`config.mk`:
```
export PLATFORM = sky130hd
export DESIGN_NAME = zx_kbd_mus
export DESIGN_NICKNAME = d
export VERILOG_FILES = /design/src/rtl/zx_kbd_pkg.sv /design/src/rtl/kbd_frame_asm.sv /design/src/rtl/zx_kbd_mus.sv
export SDC_FILE = /design/constraint.sdc
export NUM_CORES = 1
export LEC_CHECK = 0
export ABC_CLOCK_PERIOD_IN_PS = 6800
export BUFFER_PORTS_ARGS = -buffer_cell sky130_fd_sc_hd__clkbuf_2
export CORE_UTILIZATION = 63
export DETAILED_ROUTE_END_ITERATION = 6
export PLACE_DENSITY_LB_ADDON = 0.1
export SYNTH_ARGS = -nofsm -noshare
export SYNTH_HDL_FRONTEND = slang
export SYNTH_SLANG_ARGS = --single-unit
```
`constraint.sdc`:
```
create_clock -name fclk -period 6.8 [get_ports fclk]
set_clock_uncertainty 0.15 [all_clocks]
set_input_delay 0.68 -clock fclk [delete_from_list [all_inputs] [get_ports fclk]]
set_output_delay 0.68 -clock fclk [all_outputs]
set_load 0.05 [all_outputs]
```
`src/rtl/zx_kbd_pkg.sv`:
```
// Shared constants for the ZX keyboard/mouse receiver: matrix geometry,
// frame layout and register reset values.
package zx_kbd_pkg;
    localparam int KBD_ROWS        = 8;
    localparam int KBD_COLS        = 5;
    localparam int KBD_KEYS        = KBD_ROWS * KBD_COLS;
    localparam int KBD_FRAME_BYTES = 5;

    localparam logic [2:0] KBD_EXP_BAD = 3'd7;
    localparam logic [7:0] MUS_BTN_RST = 8'hFF;
endpackage

```
`src/rtl/kbd_frame_asm.sv`:
```
// Keyboard frame assembler: tracks the expected byte index, collects bytes 0..3
// in a shadow and commits the full 40-bit matrix when byte 4 arrives in order.
module kbd_frame_asm
    import zx_kbd_pkg::*;
(
    input  logic                fclk,
    input  logic                rst,
    input  logic [7:0]          i_kbd_in,
    input  logic [2:0]          i_kbd_sel,
    input  logic                i_kbd_stb,
    input  logic                i_clr,
    output logic [KBD_KEYS-1:0] o_active,
    output logic                o_commit,
    output logic                o_upd,
    output logic                o_ferr
);
    localparam logic [2:0] LAST_SEL = 3'(KBD_FRAME_BYTES - 1);
    localparam logic [2:0] PAD_EXP  = 3'(KBD_FRAME_BYTES);

    logic [2:0]          r_exp;
    logic [31:0]         r_shadow;
    logic [KBD_KEYS-1:0] r_active;
    logic                r_upd;
    logic                r_ferr;

    logic       w_store;
    logic       w_commit;
    logic       w_ferr;
    logic [2:0] w_exp_nxt;

    always_comb begin
        w_store   = 1'b0;
        w_commit  = 1'b0;
        w_ferr    = 1'b0;
        w_exp_nxt = r_exp;
        if (i_kbd_stb) begin
            if (i_kbd_sel == 3'd0) begin
                w_store   = 1'b1;
                w_exp_nxt = 3'd1;
            end else if (i_kbd_sel == r_exp && r_exp >= 3'd1 && r_exp < LAST_SEL) begin
                w_store   = 1'b1;
                w_exp_nxt = r_exp + 3'd1;
            end else if (i_kbd_sel == LAST_SEL && r_exp == LAST_SEL) begin
                w_commit  = 1'b1;
                w_exp_nxt = PAD_EXP;
            end else if (!(r_exp == PAD_EXP && i_kbd_sel >= PAD_EXP)) begin
                // padding bytes after a completed frame are silently dropped
                w_ferr    = 1'b1;
                w_exp_nxt = KBD_EXP_BAD;
            end
        end
    end

    always_ff @(posedge fclk or posedge rst) begin
        if (rst) begin
            r_exp    <= 3'd0;
            r_shadow <= '0;
            r_active <= '0;
            r_upd    <= 1'b0;
            r_ferr   <= 1'b0;
        end else begin
            r_exp  <= w_exp_nxt;
            r_upd  <= w_commit;
            r_ferr <= w_ferr;
            if (w_store)
                r_shadow[{i_kbd_sel[1:0], 3'b000} +: 8] <= i_kbd_in;
            if (w_commit)
                r_active <= {i_kbd_in, r_shadow};
            else if (i_clr)
                r_active <= '0;
        end
    end

    assign o_active = r_active;
    assign o_commit = w_commit;
    assign o_upd    = r_upd;
    assign o_ferr   = r_ferr;
endmodule

```
`src/rtl/zx_kbd_mus.sv`:
```
// ZX keyboard/mouse receiver top: frame timeout, port #FE column decode and
// mouse/Kempston byte registers fed from the AVR SPI stage.
module zx_kbd_mus
    import zx_kbd_pkg::*;
#(
    parameter int TMO_W = 24
) (
    input  logic                fclk,
    input  logic                rst,
    input  logic [7:0]          kbd_in,
    input  logic [2:0]          kbd_in_sel,
    input  logic                kbd_stb,
    input  logic [7:0]          mus_in,
    input  logic                mus_xstb,
    input  logic                mus_ystb,
    input  logic                mus_btnstb,
    input  logic                kj_stb,
    input  logic [7:0]          kbd_row,
    output logic [KBD_COLS-1:0] kbd_cols,
    output logic                kbd_upd,
    output logic                kbd_ferr,
    output logic                kbd_tmo,
    output logic [7:0]          mus_x,
    output logic [7:0]          mus_y,
    output logic [7:0]          mus_btn,
    output logic [7:0]          kj_data
);
    logic [TMO_W-1:0]    r_cnt;
    logic [7:0]          r_mus_x;
    logic [7:0]          r_mus_y;
    logic [7:0]          r_mus_btn;
    logic [7:0]          r_kj;

    logic [KBD_KEYS-1:0] w_active;
    logic [KBD_KEYS-1:0] w_matrix;
    logic [KBD_COLS-1:0] w_hit;
    logic                w_commit;
    logic                w_sat;

    assign w_sat = &r_cnt;

    kbd_frame_asm u_frame_asm (
        .fclk      (fclk),
        .rst       (rst),
        .i_kbd_in  (kbd_in),
        .i_kbd_sel (kbd_in_sel),
        .i_kbd_stb (kbd_stb),
        .i_clr     (w_sat & ~w_commit),
        .o_active  (w_active),
        .o_commit  (w_commit),
        .o_upd     (kbd_upd),
        .o_ferr    (kbd_ferr)
    );

    always_ff @(posedge fclk or posedge rst) begin
        if (rst)
            r_cnt <= '0;
        else if (w_commit)
            r_cnt <= '0;
        else if (!w_sat)
            r_cnt <= r_cnt + 1'b1;
    end

    // mask during timeout so keys release in the same cycle the counter saturates
    assign w_matrix = w_sat ? '0 : w_active;

    always_comb begin
        w_hit = '0;
        for (int r = 0; r < KBD_ROWS; r++) begin
            if (!kbd_row[r]) begin
                for (int c = 0; c < KBD_COLS; c++)
                    w_hit[c] = w_hit[c] | w_matrix[r*KBD_COLS + c];
            end
        end
    end

    always_ff @(posedge fclk or posedge rst) begin
        if (rst) begin
            r_mus_x   <= 8'h00;
            r_mus_y   <= 8'h00;
            r_mus_btn <= MUS_BTN_RST;
            r_kj      <= 8'h00;
        end else begin
            if (mus_xstb)   r_mus_x   <= mus_in;
            if (mus_ystb)   r_mus_y   <= mus_in;
            if (mus_btnstb) r_mus_btn <= mus_in;
            if (kj_stb)     r_kj      <= mus_in;
        end
    end

    assign kbd_cols = ~w_hit;
    assign kbd_tmo  = w_sat;
    assign mus_x    = r_mus_x;
    assign mus_y    = r_mus_y;
    assign mus_btn  = r_mus_btn;
    assign kj_data  = r_kj;
endmodule

```
# Yosys cells after proc, flatten, opt, wreduce, memory -nomap -nowiden

Cells that the tools add are included.

Logic and storage cells: 100
Bits in registers: 133
Output and inout port bits: 40

Shifts and indexed selects: 2
Magnitude comparators: 3
Reduce and logical (&&, ||, !) cells: 8
Equal/unequal tests: 6
Mux-type cells: 30
$add $sub $neg: 3
Bitwise operators: 38

Operators by type and width:

| cell                                                                                | count |
|---|---|
| 40-bit 2-to-1 mux                                                                   | 3 |
| 24-bit 2-to-1 mux                                                                   | 2 |
| 5-bit 2-to-1 mux                                                                    | 8 |
| 1-bit bitwise OR                                                                    | 35 |
| 32-bit bitwise mux                                                                  | 1 |
| 8-bit by 7-bit variable shift with 32-bit output, first input constant              | 1 |
| 8-bit by 7-bit indexed part select with 32-bit output                               | 1 |
| 24-bit by 1-bit adder with 24-bit output, second input constant                     | 1 |
| 24-bit AND reduction                                                                | 1 |
| 1-bit 2-to-1 mux                                                                    | 12 |
| 3-bit 2-to-1 mux                                                                    | 4 |
| 3-bit == test, second input constant                                                | 3 |
| 5-bit negator with 7-bit output                                                     | 1 |
| 5-bit NOT                                                                           | 1 |
| 1-bit logical AND                                                                   | 4 |
| 4-bit by 1-bit inequality test with 1-bit output, second input constant             | 1 |
| 3-bit by 1-bit adder with 3-bit output, second input constant                       | 1 |
| 3-bit == test                                                                       | 1 |
| 3-bit by 1-bit greater-or-equal comparator with 1-bit output, second input constant | 1 |
| 3-bit greater-or-equal comparator, second input constant                            | 1 |
| 3-bit zero test                                                                     | 1 |
| 3-bit less-than comparator, second input constant                                   | 1 |
| 2-bit by 1-bit inequality test with 1-bit output, second input constant             | 1 |
| 2-bit AND reduction                                                                 | 1 |
| other kinds (3)                                                                     | 3 |

# Logic depth before layout (Yosys ltp)

Depth in word-level cells: 18
Gate-level depth with buffers: 9
Gate-level depth less buffers: 7

# Modules after synthesis

A second synthesis with hierarchy kept.

Cell total of the unflattened synthesis: 628
Area total of the unflattened synthesis: 6391.1 um^2

By module, submodules not included:

| module        | instances | sequential area each (um^2) | area an instance (um^2) | cells each |
|---|---|---|---|---|
| kbd_frame_asm | 1         | 1926.8                      | 3379.5                  | 325 |
| zx_kbd_mus    | 1         | 1411.4                      | 3011.6                  | 303 |

# Worst setup path before layout

OpenSTA, ideal clock, no wires.

Kind: input port to output port
Start: input kbd_row[6]
End: output kbd_cols[0]
Setup slack: 3.526 ns
Data required time: 5.970 ns
Cell stages on the path: 2
Arrival time: 2.444 ns
Buffers on the path: 0
Cell sequence: o22ai_1 -> o41ai_1

Word-level cells in the longest chain between the ends: 4

RTL lines:

| what               | line             | text |
|---|---|---|
| start: declaration | zx_kbd_mus.sv:18 | `input logic [7:0] kbd_row,` |
| 5-bit 2-to-1 mux * | zx_kbd_mus.sv:70 | `if (!kbd_row[r]) begin` |
| 1-bit bitwise OR   | zx_kbd_mus.sv:72 | `w_hit[c] = w_hit[c] \| w_matrix[r*KBD_COLS + c];` |
| 5-bit 2-to-1 mux * | zx_kbd_mus.sv:70 |  |
| 5-bit NOT *        | zx_kbd_mus.sv:91 | `assign kbd_cols = ~w_hit;` |
| end: declaration   | zx_kbd_mus.sv:19 | `output logic [KBD_COLS-1:0] kbd_cols,` |

Mark *: on every way between the ends. The rest lies on a longest branch, timed or not.

# Worst setup path in the final report

Start: register r_cnt[12]
End: output kbd_tmo

Word-level cells in the longest chain between the ends: 1

RTL lines:

| what                     | line             | text |
|---|---|---|
| start: declaration       | zx_kbd_mus.sv:28 | `logic [TMO_W-1:0] r_cnt;` |
| start signal: assignment | zx_kbd_mus.sv:61 | `r_cnt <= r_cnt + 1'b1;` |
| 24-bit AND reduction     | zx_kbd_mus.sv:40 | `assign w_sat = &r_cnt;` |
| end: declaration         | zx_kbd_mus.sv:22 | `output logic kbd_tmo,` |

No other way between the ends.

==> metrics.md <==
| Metric | Value |
|---|---|
| Run status | complete, no violations |
| Resize count post-CTS | 0 |
| Crit path launch type | register |
| Final period utilization | 0.566 |
| Inserted Clock Buffers | 17 |
| CTS tree | yes |
| Grt met1 use | 0.385 |
| Slew Limit Headroom | 0.264 |
| RSZ-0062 raised after global routing | false |
| Post-route cell area | approximately 0.0072 mm^2 |
| Antenna viol nets, final | 0 |
| Minimum clock period | 3.85 ns |
| CP Buf/Inv Count | 3 |
| Wire per inst | 16.7 um |
| Rows | 35 |
| Global route hottest layer | met2 |
| Layout area overhead | 16.6% |
| ANT cells | 0 |
| Post-synthesis sequential area ratio | 0.544 |
| Vias | 4625 |
| Skew-Pair Late Insertion Delay | between 0.5 and 0.6 ns |
| Grt met3 use | 0.0680 |
| Filler cells | ~640 |
| Post-synthesis cell count | 594 |
| Tightest Pin Transition | 1.10 ns |
| Gr ovfl total | 0 |
| Most common cell after layout, fill and taps aside | dfrtp_1 |
| Vias in the first global route | approximately 4500 |
| Vias per cell | 5.76 |
| Crit path max-delay family | simple AND/OR/NAND/NOR gates |
| Maxcap violations | 0 |
| Synth area leaders | dfrtp_1 51%, mux2_2 5.9%, inv_1 4.4% |
| Syn nets | 636 |
| Ratio of cells with drive above 1 in the final layout | 0.239 |
| Pin count of the biggest net entering global routing | 76 |
| Crit-path max FO | 33 |
| Critical path class | register to primary output |
| Static Leakage | 0.00314 uW |
| DP Wirelength | about 9 mm |
| First-pass GRT wire length | 22.3 mm |
| CP max stage cell | nand4_1 |
| Post-synth ARST share | 1.00 |
| Dpl cell area | ~0.0066 mm^2 |
| Avg Synthesized Cell Area | 10.3 um^2 |
| Die area | a little over 0.01 mm^2 |
| Port Buffers | 73 |
| Final nets | 703 |
| Flops & latches, synth | ~130 |
| Synthesized cell area | 0.00613 mm^2 |
| Core area | 0.00933 mm^2 |
| DRT Pass-1 Iters | 5 |
| CP Capture Type | primary output |
| Met2 Track Usage GR | 0.481 |
| Synth cell types | 50 |
| RePlAce Congestion | 0.896 |
| Number of remaining DRC errors | 0 |
| Fmax | 0.260 GHz |
| CTS H-tree depth | 4 |
| Worst Path Arrival | 3.02 ns |
| Initial antenna violation count | 0 |
| Max VDD drop | 0.000173 V |
| Yosys warning count | 0 |
| # IOs | 74 |
| Maximum buffer depth of the clock tree | 2 |
| CTS sink count | about 130 |
| Slowest stage delay, CP | 0.46 ns |
| Post-synth top area share | 0.510 |
| Die H | 101 um |
| Initial Utilization | 0.658 |
| GRT Overall Usage | 0.291 |
| Yosys top cell by area | dfrtp_1 |
| Die width | 101 um |
| Final Setup Violations | 0 |
| Critical Path RT | 5.97 ns |
| Ys flop type | dfrtp_1 |
| PwrDens | ~360 mW/mm^2 |
| Detailed Route WL | 13.4 mm |
| Root Buffer Master | clkbuf_8 |
| EDFF count, synth | 0 |
| # Post-CTS Setup Buffers | 0 |
| CTS clock-pin slew for the worst setup and hold paths | 0.06 ns |
| Most used cells in the layout excluding fill and tap cells | 125 x dfrtp_1, 73 x clkbuf_2, 71 x inv_1 |
| Drt initial violations | 371 |
| Fin Setup TNS | 0 ns |
| CP Cell Sequence | and4_1 -> nand4_1 -> nand2b_1 -> buf_4 -> inv_2 -> clkbuf_2 |
| Final Hold Vio Count | 0 |
| Hold Buf Count CTS | 0 |
| Final Max Slew Viols | 0 |
| HP Class | input port to asynchronous set/reset pin |
-- state kept, by name, indices dropped and copies added (netlist names) --
name	count
mus_y	8
u_frame_asm.o_ferr	1
u_frame_asm.o_active	40
u_frame_asm.r_shadow	32
mus_x	8
mus_btn	8
r_cnt	24
u_frame_asm.r_exp	3
u_frame_asm.o_upd	1
kj_data	8
-- path summary, 6_finish.rpt --
check / startpoint / endpoint / slack, ns / cells after the start
min reg2reg: u_frame_asm.r_shadow[4]$_DFFE_PP0P_ / u_frame_asm.o_active[4]$_DFFE_PP0P_ / 0.33 / 2
max in group asynchronous: rst / mus_x[1]$_DFFE_PP0P_ / 5.01 / 3
min in group fclk: mus_in[2] / mus_y[2]$_DFFE_PP0P_ / 0.28 / 2
max: r_cnt[12]$_DFFE_PP0P_ / kbd_tmo / 2.95 / 6
min: rst / kj_data[4]$_DFFE_PP0P_ / 0.12 / 2
max reg2reg: u_frame_asm.r_exp[0]$_DFFE_PP0P_ / r_cnt[17]$_DFFE_PP0P_ / 4.01 / 7
-- worst register-to-register path: cells and delay by family, from the launching register on --
| kind | cells | cell delay [ns] |
|---|---|---|
| adder cells (fa/ha/maj) | 1 | 0.25 |
| buffers and inverters | 3 | 1.04 |
| flip-flops | 1 | 0.49 |
| AND/OR/NAND/NOR | 3 | 0.81 |
-- report_power, final --
group          internal, uW  leakage [uW]  switching [uW]  total, uW
Clock                   532      0.000290             366        898
Sequential              955       0.00160             117       1070
Combinational           191       0.00125             378        569
-- layer usage --
| metal | vias up | part of all wire | wire length (um) |
|---|---|---|---|
| met4 | 0 | 0.011 | 148 |
| met1 | 2243 | 0.43 | 5800 |
| met3 | 16 | 0.069 | 928 |
| met5 | - | 0 | 0 |
| li1 | 2190 | - | - |
| met2 | 176 | 0.49 | 6570 |
-- cells in the mapped netlist (2+ instances only) --
| cell type | n |
|---|---|
| and4_1 | 2 |
| inv_1 | 72 |
| clkbuf_1 | 15 |
| and2_1 | 2 |
| mux2_2 | 32 |
| or4_1 | 2 |
| nor3_1 | 4 |
| and3_1 | 7 |
| o211ai_1 | 7 |
| nand2_1 | 65 |
| o21ai_0 | 34 |
| buf_1 | 5 |
| ha_1 | 8 |
| dfrtp_1 | 125 |
| inv_2 | 2 |
| buf_2 | 7 |
| nor3_4 | 3 |
| a21oi_1 | 5 |
| o2111ai_1 | 4 |
| dfstp_2 | 8 |
| nand4_1 | 9 |
| xor2_1 | 13 |
| nand3_1 | 34 |
| mux2i_1 | 24 |
| o22ai_1 | 21 |
| xnor2_1 | 3 |
| o31ai_1 | 16 |
| o21ai_1 | 7 |
| a31oi_1 | 3 |
| or3_1 | 4 |
| o41ai_1 | 5 |
| nor2_1 | 28 |
-- cell type report --
cell class,count,area (um^2),area share
clock buffer,17,414,0.0579
tap,129,161,0.0226
inverter,74,280,0.0392
timing repair buffer,76,388,0.0542
clock inverter,15,169,0.0236
sequential,133,3340,0.467
multi-input combinational,359,2400,0.336
-- cell families after synthesis --
group | after synthesis | share of synthesized area
mux | 56 | 0.0979
compound gates | 109 | 0.115
fa+ha+maj | 8 | 0.0163
simple gates | 170 | 0.139
buf+inv | 102 | 0.0645
flops | 133 | 0.544
xor+xnor | 16 | 0.0228
-- per-stage QoR --
step | setup slack [ns] | hold WS, ns | utilization | instances | total power [uW]
finish | 2.95 | 0.116 | 0.767 | 803 | 2540
CTS | 2.99 | 0.144 | 0.767 | 803 | 2540
detailed placement | 3.56 | 0.314 | 0.704 | 771 | 1640
global placement | 3.63 | 0.314 | 0.704 | 771 | 1620
floorplan | 2.43 | 0.298 | - | 594 | 1490
global route | 2.82 | 0.179 | 0.767 | 803 | 2650
Power figures use the tool's default switching activity.
